[src/rtl/mips32_imem_loader.sv]
// Boot loader: packs a big-endian byte stream into imem words until HLT.
// Define IMEM_CHKSUM_EN to require a trailing zero-sum checksum byte.
module mips32_imem_loader #(
    parameter int WORDS  = 1024,
    parameter int ADDR_W = $clog2(WORDS)
) (
    input  logic              clk_1,
    input  logic              rst,
    input  logic              start,
    input  logic              s_valid,
    input  logic [7:0]        s_data,
    output logic              s_ready,
    output logic              imem_we,
    output logic [ADDR_W-1:0] imem_addr,
    output logic [31:0]       imem_wdata,
    output logic              cpu_run,
    output logic              busy,
    output logic              done,
    output logic              err,
    output logic [ADDR_W:0]   word_count
);

    typedef enum logic [2:0] {
        S_IDLE  = 3'd0,
        S_LOAD  = 3'd1,
        S_WRITE = 3'd2,
        S_DONE  = 3'd3,
        S_ERR   = 3'd4
`ifdef IMEM_CHKSUM_EN
        ,S_CHECK = 3'd5
`endif
    } state_t;

    localparam logic [ADDR_W-1:0] LAST_ADDR = ADDR_W'(WORDS - 1);

    state_t            state_q, state_d;
    logic [1:0]        byte_cnt_q, byte_cnt_d;
    logic [31:0]       shift_q, shift_d;
    logic [ADDR_W-1:0] addr_q, addr_d;
    logic [ADDR_W:0]   wcnt_q, wcnt_d;
    logic              s_ready_q, s_ready_d;
    logic              we_q, we_d;
    logic              busy_q, busy_d;
    logic              done_q, done_d;
    logic              err_q, err_d;
`ifdef IMEM_CHKSUM_EN
    logic [7:0]        sum_q, sum_d;
`endif

    // Next-state, datapath and output decode; start overrides everything.
    always_comb begin
        state_d    = state_q;
        byte_cnt_d = byte_cnt_q;
        shift_d    = shift_q;
        addr_d     = addr_q;
        wcnt_d     = wcnt_q;
`ifdef IMEM_CHKSUM_EN
        sum_d      = sum_q;
`endif
        if (start) begin
            state_d    = S_LOAD;
            byte_cnt_d = 2'd0;
            shift_d    = 32'h0;
            addr_d     = '0;
            wcnt_d     = '0;
`ifdef IMEM_CHKSUM_EN
            sum_d      = 8'h00;
`endif
        end else begin
            case (state_q)
                S_LOAD: begin
                    if (s_valid) begin
                        shift_d    = {shift_q[23:0], s_data};
                        byte_cnt_d = byte_cnt_q + 2'd1;
`ifdef IMEM_CHKSUM_EN
                        sum_d      = sum_q + s_data;
`endif
                        if (byte_cnt_q == 2'd3) begin
                            state_d = S_WRITE;
                        end
                    end
                end
                S_WRITE: begin
                    wcnt_d = wcnt_q + (ADDR_W + 1)'(1);
                    if (shift_q[31:26] == 6'h3F) begin
`ifdef IMEM_CHKSUM_EN
                        state_d = S_CHECK;
`else
                        state_d = S_DONE;
`endif
                    end else if (addr_q == LAST_ADDR) begin
                        state_d = S_ERR;
                    end else begin
                        addr_d  = addr_q + ADDR_W'(1);
                        state_d = S_LOAD;
                    end
                end
`ifdef IMEM_CHKSUM_EN
                S_CHECK: begin
                    if (s_valid) begin
                        if ((sum_q + s_data) == 8'h00) begin
                            state_d = S_DONE;
                        end else begin
                            state_d = S_ERR;
                        end
                    end
                end
`endif
                default: begin
                    state_d = state_q;
                end
            endcase
        end

        we_d      = (state_d == S_WRITE);
        done_d    = (state_d == S_DONE);
        err_d     = (state_d == S_ERR);
`ifdef IMEM_CHKSUM_EN
        s_ready_d = (state_d == S_LOAD) || (state_d == S_CHECK);
        busy_d    = (state_d == S_LOAD) || (state_d == S_WRITE) ||
                    (state_d == S_CHECK);
`else
        s_ready_d = (state_d == S_LOAD);
        busy_d    = (state_d == S_LOAD) || (state_d == S_WRITE);
`endif
    end

    // State and registered outputs, cleared asynchronously by reset.
    always_ff @(posedge clk_1 or negedge rst) begin
        if (!rst) begin
            state_q    <= S_IDLE;
            byte_cnt_q <= 2'd0;
            shift_q    <= 32'h0;
            addr_q     <= '0;
            wcnt_q     <= '0;
            s_ready_q  <= 1'b0;
            we_q       <= 1'b0;
            busy_q     <= 1'b0;
            done_q     <= 1'b0;
            err_q      <= 1'b0;
`ifdef IMEM_CHKSUM_EN
            sum_q      <= 8'h00;
`endif
        end else begin
            state_q    <= state_d;
            byte_cnt_q <= byte_cnt_d;
            shift_q    <= shift_d;
            addr_q     <= addr_d;
            wcnt_q     <= wcnt_d;
            s_ready_q  <= s_ready_d;
            we_q       <= we_d;
            busy_q     <= busy_d;
            done_q     <= done_d;
            err_q      <= err_d;
`ifdef IMEM_CHKSUM_EN
            sum_q      <= sum_d;
`endif
        end
    end

    assign s_ready    = s_ready_q;
    assign imem_we    = we_q;
    assign imem_addr  = addr_q;
    assign imem_wdata = shift_q;
    assign cpu_run    = done_q;
    assign busy       = busy_q;
    assign done       = done_q;
    assign err        = err_q;
    assign word_count = wcnt_q;

endmodule
[config.mk]
export PLATFORM = sky130hd
export DESIGN_NAME = mips32_imem_loader
export DESIGN_NICKNAME = d
export VERILOG_FILES = /design/src/rtl/mips32_imem_loader.sv
export SDC_FILE = /design/constraint.sdc
export NUM_CORES = 1
export LEC_CHECK = 0
export ABC_AREA = 1
export BUFFER_PORTS_ARGS = -buffer_cell sky130_fd_sc_hd__buf_2
export CAP_MARGIN = 30
export CORE_MARGIN = 1
export CORE_UTILIZATION = 30
export CTS_CLUSTER_DIAMETER = 60
export DETAILED_ROUTE_END_ITERATION = 16
export SLEW_MARGIN = 10
export SYNTH_ARGS = -nofsm -noshare
export SYNTH_HDL_FRONTEND = slang
export SYNTH_SLANG_ARGS = --single-unit
[constraint.sdc]
create_clock -name clk_1 -period 1.8 [get_ports clk_1]
set_input_delay 0.27 -clock clk_1 [delete_from_list [all_inputs] [get_ports clk_1]]
set_output_delay 0.27 -clock clk_1 [all_outputs]
set_load 0.03 [all_outputs]
==> results.txt, run 1 <==
Synth Area in Compound Gates -> 10.7%
worst r2r path cells -> 9
Hold Startpoint -> s_data[2]
row count -> 35
Critical Path End Type -> flop
Setup crit end -> imem_addr[9]
crit share post-route -> 91.7%
MaxCap Viol Count -> 0
FF+latch area -> 1580 sq um
initial antenna violation count -> 1
Die W -> 100 um
Clock Root Buffer -> clkbuf_8
Cells after Synth -> 332
kind of critical path -> reg -> reg
P_sw -> 756 uW
Die Height -> 100 um
WL met2 -> 3130 um
largest net degree at the start of global routing -> 64
Net count, final -> 434
GR Overflow Total -> 0
Mean Syn Cell Area -> 8.69 sq um
Top Layer Used -> met4
Routed WL per cell -> 12.3 um
Max Clk Rate -> 606 MHz
#FFs+latches synth -> 63
IO Count -> 71
GPL Wtd Cong -> 0.843
Pins Over Slew Limit -> 0
Clock Tree Buf Depth -> 2
Seq pwr share -> 50.2%
Layout fillers -> 1,017
Vias/cell -> 4.52
global-route wire length before repair -> 12,000 um
VDD IR max -> 492 uV
start point of the critical path -> imem_addr[0]
combinational power share -> 8.7%
CTS buffer count -> 9
post-synthesis xor/xnor area fraction -> 1.82%
Final Skew -> 15.9 ps
min Tclk post-route -> 1650 ps
worst endpoint required time -> 2060 ps
Yosys Warn Count -> 0
Sw Share -> 25.9%
via count -> 2,499
relative slew slack -> 64.7%
GRT Util Overall -> 15.3%
area of the mapped netlist -> 2890 sq um
worst skew pair latency -> 340 ps
Final Setup Violations -> 0
Crit Path Max Fanout -> 6
PortBufs -> 70
RR Startpoint -> imem_addr[0]
ANT nets after route -> 0
core box area -> 9280 sq um
Layout Area Growth over Synthesis -> 27.0%
Startpoint Class -> flop
metal1 wirelength -> 3190 um
Mapped Nets -> 347
Clock transition at path regs -> 70 ps
Min-Delay Path Class -> in -> reg
initial core utilization -> 31.1%
CTS Sinks -> 63
WL final -> 6830 um
Int Pwr -> 2160 uW
Leak -> 0.00191 uW
Simple-Gate Fraction of Synth Area -> 22.9%
routed wl met3 -> 414 um
Synth Area in Adders -> 1.30%
layout cells sized above 1 -> 27.1%
DR iter-0 viols -> 75
CTS H-tree lvls -> 3
RSZ-0062 raised after global routing -> false
Die Footprint -> 10,000 sq um
final hold vios -> 0
sequential area share after synthesis -> 54.6%
WP data arrival -> 1910 ps
DP Wirelength -> 4840 um
largest family of logic cells by synthesized area -> simple AND/OR/NAND/NOR gates
footprint of the multi-input gates -> 1070 sq um
mux contribution to synthesized area -> 0.347%
vias in the first global route -> 2,546
CTS tree -> yes
reg2reg end -> imem_addr[9]
PwrDens -> 796 nW/um^2
Slew @ Worst Pin -> 529 ps
Ant. Diodes -> 0
Final TNS setup -> 0 ps
Post-route DRC -> 0
Synth cell types -> 30
Final Core Density -> 39.5%
First-pass DRT Iterations -> 4
status -> finished clean
reg-to-reg slack, setup -> 150 ps
Clk pwr share -> 41.1%
## Yosys cell counts (all sizes together)
library cell	instances	area (sq um)
nand2	78	295
dfrtp	63	1580
inv	49	184
nor2	31	146
nand3	24	120
o21ai	24	128
o22ai	10	62.6
nand4	8	50.1
buf	7	46.3
nor3	7	35.0
a21oi	5	25.0
xor2	5	43.8
a22o	4	35.0
a22oi	3	22.5
ha	3	37.5
clkbuf	2	7.51
o21bai	2	15.0
o31ai	2	15.0
a211oi	1	7.51
and2	1	8.76
mux2i	1	10.0
or2	1	6.26
xnor2	1	8.76
## cell usage in the layout, fill, tap and decap left out, types with 2 or more instances in the layout
cell type | netlist | final
dfrtp_1 | 63 | 62
a21oi_1 | 5 | 5
inv_1 | 45 | 45
clkbuf_8 | 0 | 9
nor2_1 | 25 | 25
clkinvlp_4 | 0 | 2
a22o_1 | 4 | 4
o21ai_0 | 22 | 22
clkbuf_1 | 2 | 2
buf_2 | 4 | 70
inv_2 | 4 | 4
nor2_4 | 3 | 3
o22ai_1 | 10 | 10
xor2_1 | 5 | 5
ha_1 | 3 | 2
a22oi_1 | 3 | 3
buf_4 | 2 | 13
nand3_1 | 24 | 24
nand2_1 | 77 | 77
o21bai_1 | 2 | 2
o31ai_1 | 2 | 2
nand4_1 | 8 | 8
nor3_1 | 7 | 7
nor2_2 | 3 | 3
o21ai_2 | 2 | 2
## state kept, by name, indices dropped and copies added (netlist names)
name	count
imem_addr	10
imem_we	1
busy	1
s_ready	1
word_count	11
byte_cnt_q	2
cpu_run	1
err	1
state_q	3
imem_wdata	32
## worst min-delay path by stage
stage	endpoint	slack, ps	cells after the start
CTS	imem_wdata[2]	120	3
global route	imem_wdata[2]	150	3
global placement	word_count[6]	310	2
detailed placement	word_count[7]	320	2
finish	imem_wdata[2]	140	3
floorplan	busy	-30	0
## worst max-delay path, cell delays in order, from the launching register on
cell,delay (ps)
dfrtp_2,400
ha_2,220
nand3_1,140
nor2_2,160
and2_4,170
nor2_4,50
nor2_4,170
buf_4,160
nand2_1,60
o21ai_2,60
## power by group through the flow
stage	logic (uW)	clock network (uW)	registers, uW
2_1_floorplan	95.4	0	1540
3_3_place_gp	251	0	1490
3_5_place_dp	254	0	1490
4_1_cts	256	1250	1470
5_1_grt	284	1300	1470
6_report	254	1200	1470
## what timing repair did
item                                    CTS  global route
endpoints found under the setup margin    0            11
hold buffers                              1             0
gates resized for setup                   0             2
buffers inserted                          0             3
hold endpoints to repair                 63             0
## logic make-up (layout without fill, tap and decap cells)
family          count (synthesis)  in the layout
xor+xnor                        6              6
compound gates                 51             51
buf+inv                        58            150
simple gates                  150            150
fa+ha+maj                       3              3
mux                             1              1
flops                          63             63
## layout make-up
type | instances | area share, %
Clock inverter | 5 | 1.60
Multi-Input combinational cell | 211 | 29.3
Clock buffer | 11 | 3.58
Timing Repair Buffer | 85 | 13.0
Tap cell | 129 | 4.40
Inverter | 49 | 5.02
Sequential cell | 63 | 43.0
## per-layer routing
metal	up-vias	GRT usage, %
met5	-	0
met4	0	4.01
met3	7	5.64
met2	72	24.6
met1	1167	19.7
li1	1253	-
## through the flow
step	instance area [sq um]	total power (uW)	worst slack (ps)	hold slack [ps]	instances
final	3670	2920	150	135	553
after global routing	3670	3060	12.5	152	553
after global placement	3440	1740	138	311	533
after detailed placement	3440	1750	62.8	317	533
after floorplan	2890	1640	85.3	-25.6	332
after CTS	3640	2970	50.8	115	550
Power figures use the tool's default switching activity.
==> run 2: changes to the inputs <==
clock period = 1.9 ns   (was 1.8 ns; I/O delays follow)
==> results.txt, run 2 (synthesized netlist as in run 1, its figures left out) <==
CTS tree -> yes
largest net degree at the start of global routing -> 64
GPL Wtd Cong -> 0.827
global-route wire length before repair -> 11,600 um
CTS buffer count -> 9
Slew @ Worst Pin -> 582 ps
Final TNS setup -> 0 ps
MaxCap Viol Count -> 0
vias in the first global route -> 2,490
min Tclk post-route -> 1760 ps
Ant. Diodes -> 0
Clk pwr share -> 40.6%
WP data arrival -> 2020 ps
VDD IR max -> 394 uV
core box area -> 9280 sq um
Seq pwr share -> 50.7%
Max Clk Rate -> 569 MHz
Layout Area Growth over Synthesis -> 25.7%
combinational power share -> 8.7%
Die Height -> 100 um
CP max-delay cell -> dfrtp_1
WL final -> 6680 um
final hold vios -> 0
worst r2r path cells -> 9
Clock Tree Buf Depth -> 2
Int Pwr -> 1970 uW
PortBufs -> 70
reg-to-reg slack, setup -> 140 ps
relative slew slack -> 61.2%
P_sw -> 769 uW
First-pass DRT Iterations -> 4
Post-route DRC -> 0
most frequent cells in the layout -> 77 x nand2_1, 70 x buf_2, 63 x dfrtp_1
worst skew pair latency -> 350 ps
Clock Root Buffer -> clkbuf_8
slowest cell delay on critical path -> 440 ps
Die Footprint -> 10,000 sq um
Crit Path Max Fanout -> 6
reg2reg end -> imem_addr[9]
Hold Startpoint -> s_data[4]
RR Startpoint -> imem_addr[0]
Vias/cell -> 4.48
Final Skew -> 12.4 ps
Min-Delay Path Class -> in -> reg
GRT Util Overall -> 14.7%
commonest non-fill, non-tap cell in the layout -> nand2_1
IO Count -> 71
Setup WS post-layout -> 143 ps
ANT nets after route -> 0
PwrDens -> 754 nW/um^2
DR iter-0 viols -> 86
hold path cells -> 3
max reg flops -> 32
Die W -> 100 um
GR Overflow Total -> 0
via count -> 2,451
Hold Path End -> imem_wdata[4]
CTS H-tree lvls -> 3
Net count, final -> 428
CTS Sinks -> 63
Startpoint Class -> flop
row count -> 35
status -> finished clean
critical path's most frequent cell -> nor2_4
Final Setup Violations -> 0
initial antenna violation count -> 0
Sw Share -> 28.1%
layout cells sized above 1 -> 26.3%
worst endpoint required time -> 2170 ps
Leak -> 0.00189 uW
Critical Path End Type -> flop
initial core utilization -> 31.1%
crit share post-route -> 92.5%
Routed WL per cell -> 12.2 um
worst slack, placed -> 112 ps
Critical Path, Cell by Cell -> ha_2 > nand3_1 > nor2_2 > and2_4 > nor2_4 > nor2_4 > buf_12 > nand2_1 > o21ai_2
kind of critical path -> reg -> reg
Pins Over Slew Limit -> 0
DP Wirelength -> 4780 um
RSZ-0062 raised after global routing -> false
Clock transition at path regs -> 80 ps
run 2: changes by cell type in the layout (fill, tap and decap cells not counted), sizes merged:
cell and delta:
buf -6, bufinv -1, clkbuf -1, clkinv -2
inv +4
run 2: worst max path at each step:
stage | start | endpoint | slack (ps) | cells after the start
final | imem_addr[0] | imem_addr[9] | 140 | 9
after global routing | imem_addr[1] | imem_addr[0] | 5 | 8
after CTS | imem_addr[0] | imem_addr[0] | 90 | 8
after detailed placement | imem_addr[0] | imem_addr[6] | 110 | 9
after global placement | imem_addr[0] | imem_addr[6] | 210 | 9
after floorplan | imem_addr[1] | imem_addr[8] | 190 | 9
run 2: cell type report:
cell class / count / area (sq um)
inverter: 49 / 184
multi-input combinational: 211 / 1070
clock buffer: 10 / 138
sequential: 63 / 1580
fill: 983 / 5650
tap: 129 / 161
timing repair buffer: 79 / 445
clock inverter: 6 / 50.0
run 2: stage by stage:
step	hold slack, ps	cell area, sq um	util, %	cells	total power [uW]
after detailed placement	330	3400	36.6	528	1650
after global routing	154	3630	39.1	547	2870
after global placement	326	3400	36.6	528	1650
final	141	3630	39.1	547	2740
after floorplan	-10.6	2890	-	332	1550
after CTS	120	3600	38.8	545	2780
run 2: per-layer routing:
layer  vias up  wire length, um  share of wire, %  global-route usage (%)
li1       1232                -                 -                       -
met1      1147             3110                46                    17.8
met2        61             3040                45                    24.4
met3        11              459               6.9                    5.85
met4         0               78               1.2                    4.12
met5         -                0                 0                       0
run 2: timing repair:
item	4_1_cts	5_1_grt
buffers inserted	0	2
hold endpoints to repair	63	0
hold buffers	1	0
resized for setup	0	1
setup endpoints to repair	0	5
run 2: worst max-delay path, delay by kind of cell (launching register included):
family	cells	cell delay, ps
buf+inv	1	150
compound gates	1	50
fa+ha+maj	1	240
flops	1	440
simple gates	6	810
run 2: power groups by stage:
stage | registers, uW | logic, uW | clock network (uW)
global placement | 1410 | 234 | 0
global route | 1390 | 269 | 1210
floorplan | 1460 | 90.4 | 0
detailed placement | 1410 | 238 | 0
finish | 1390 | 238 | 1110
CTS | 1390 | 239 | 1150
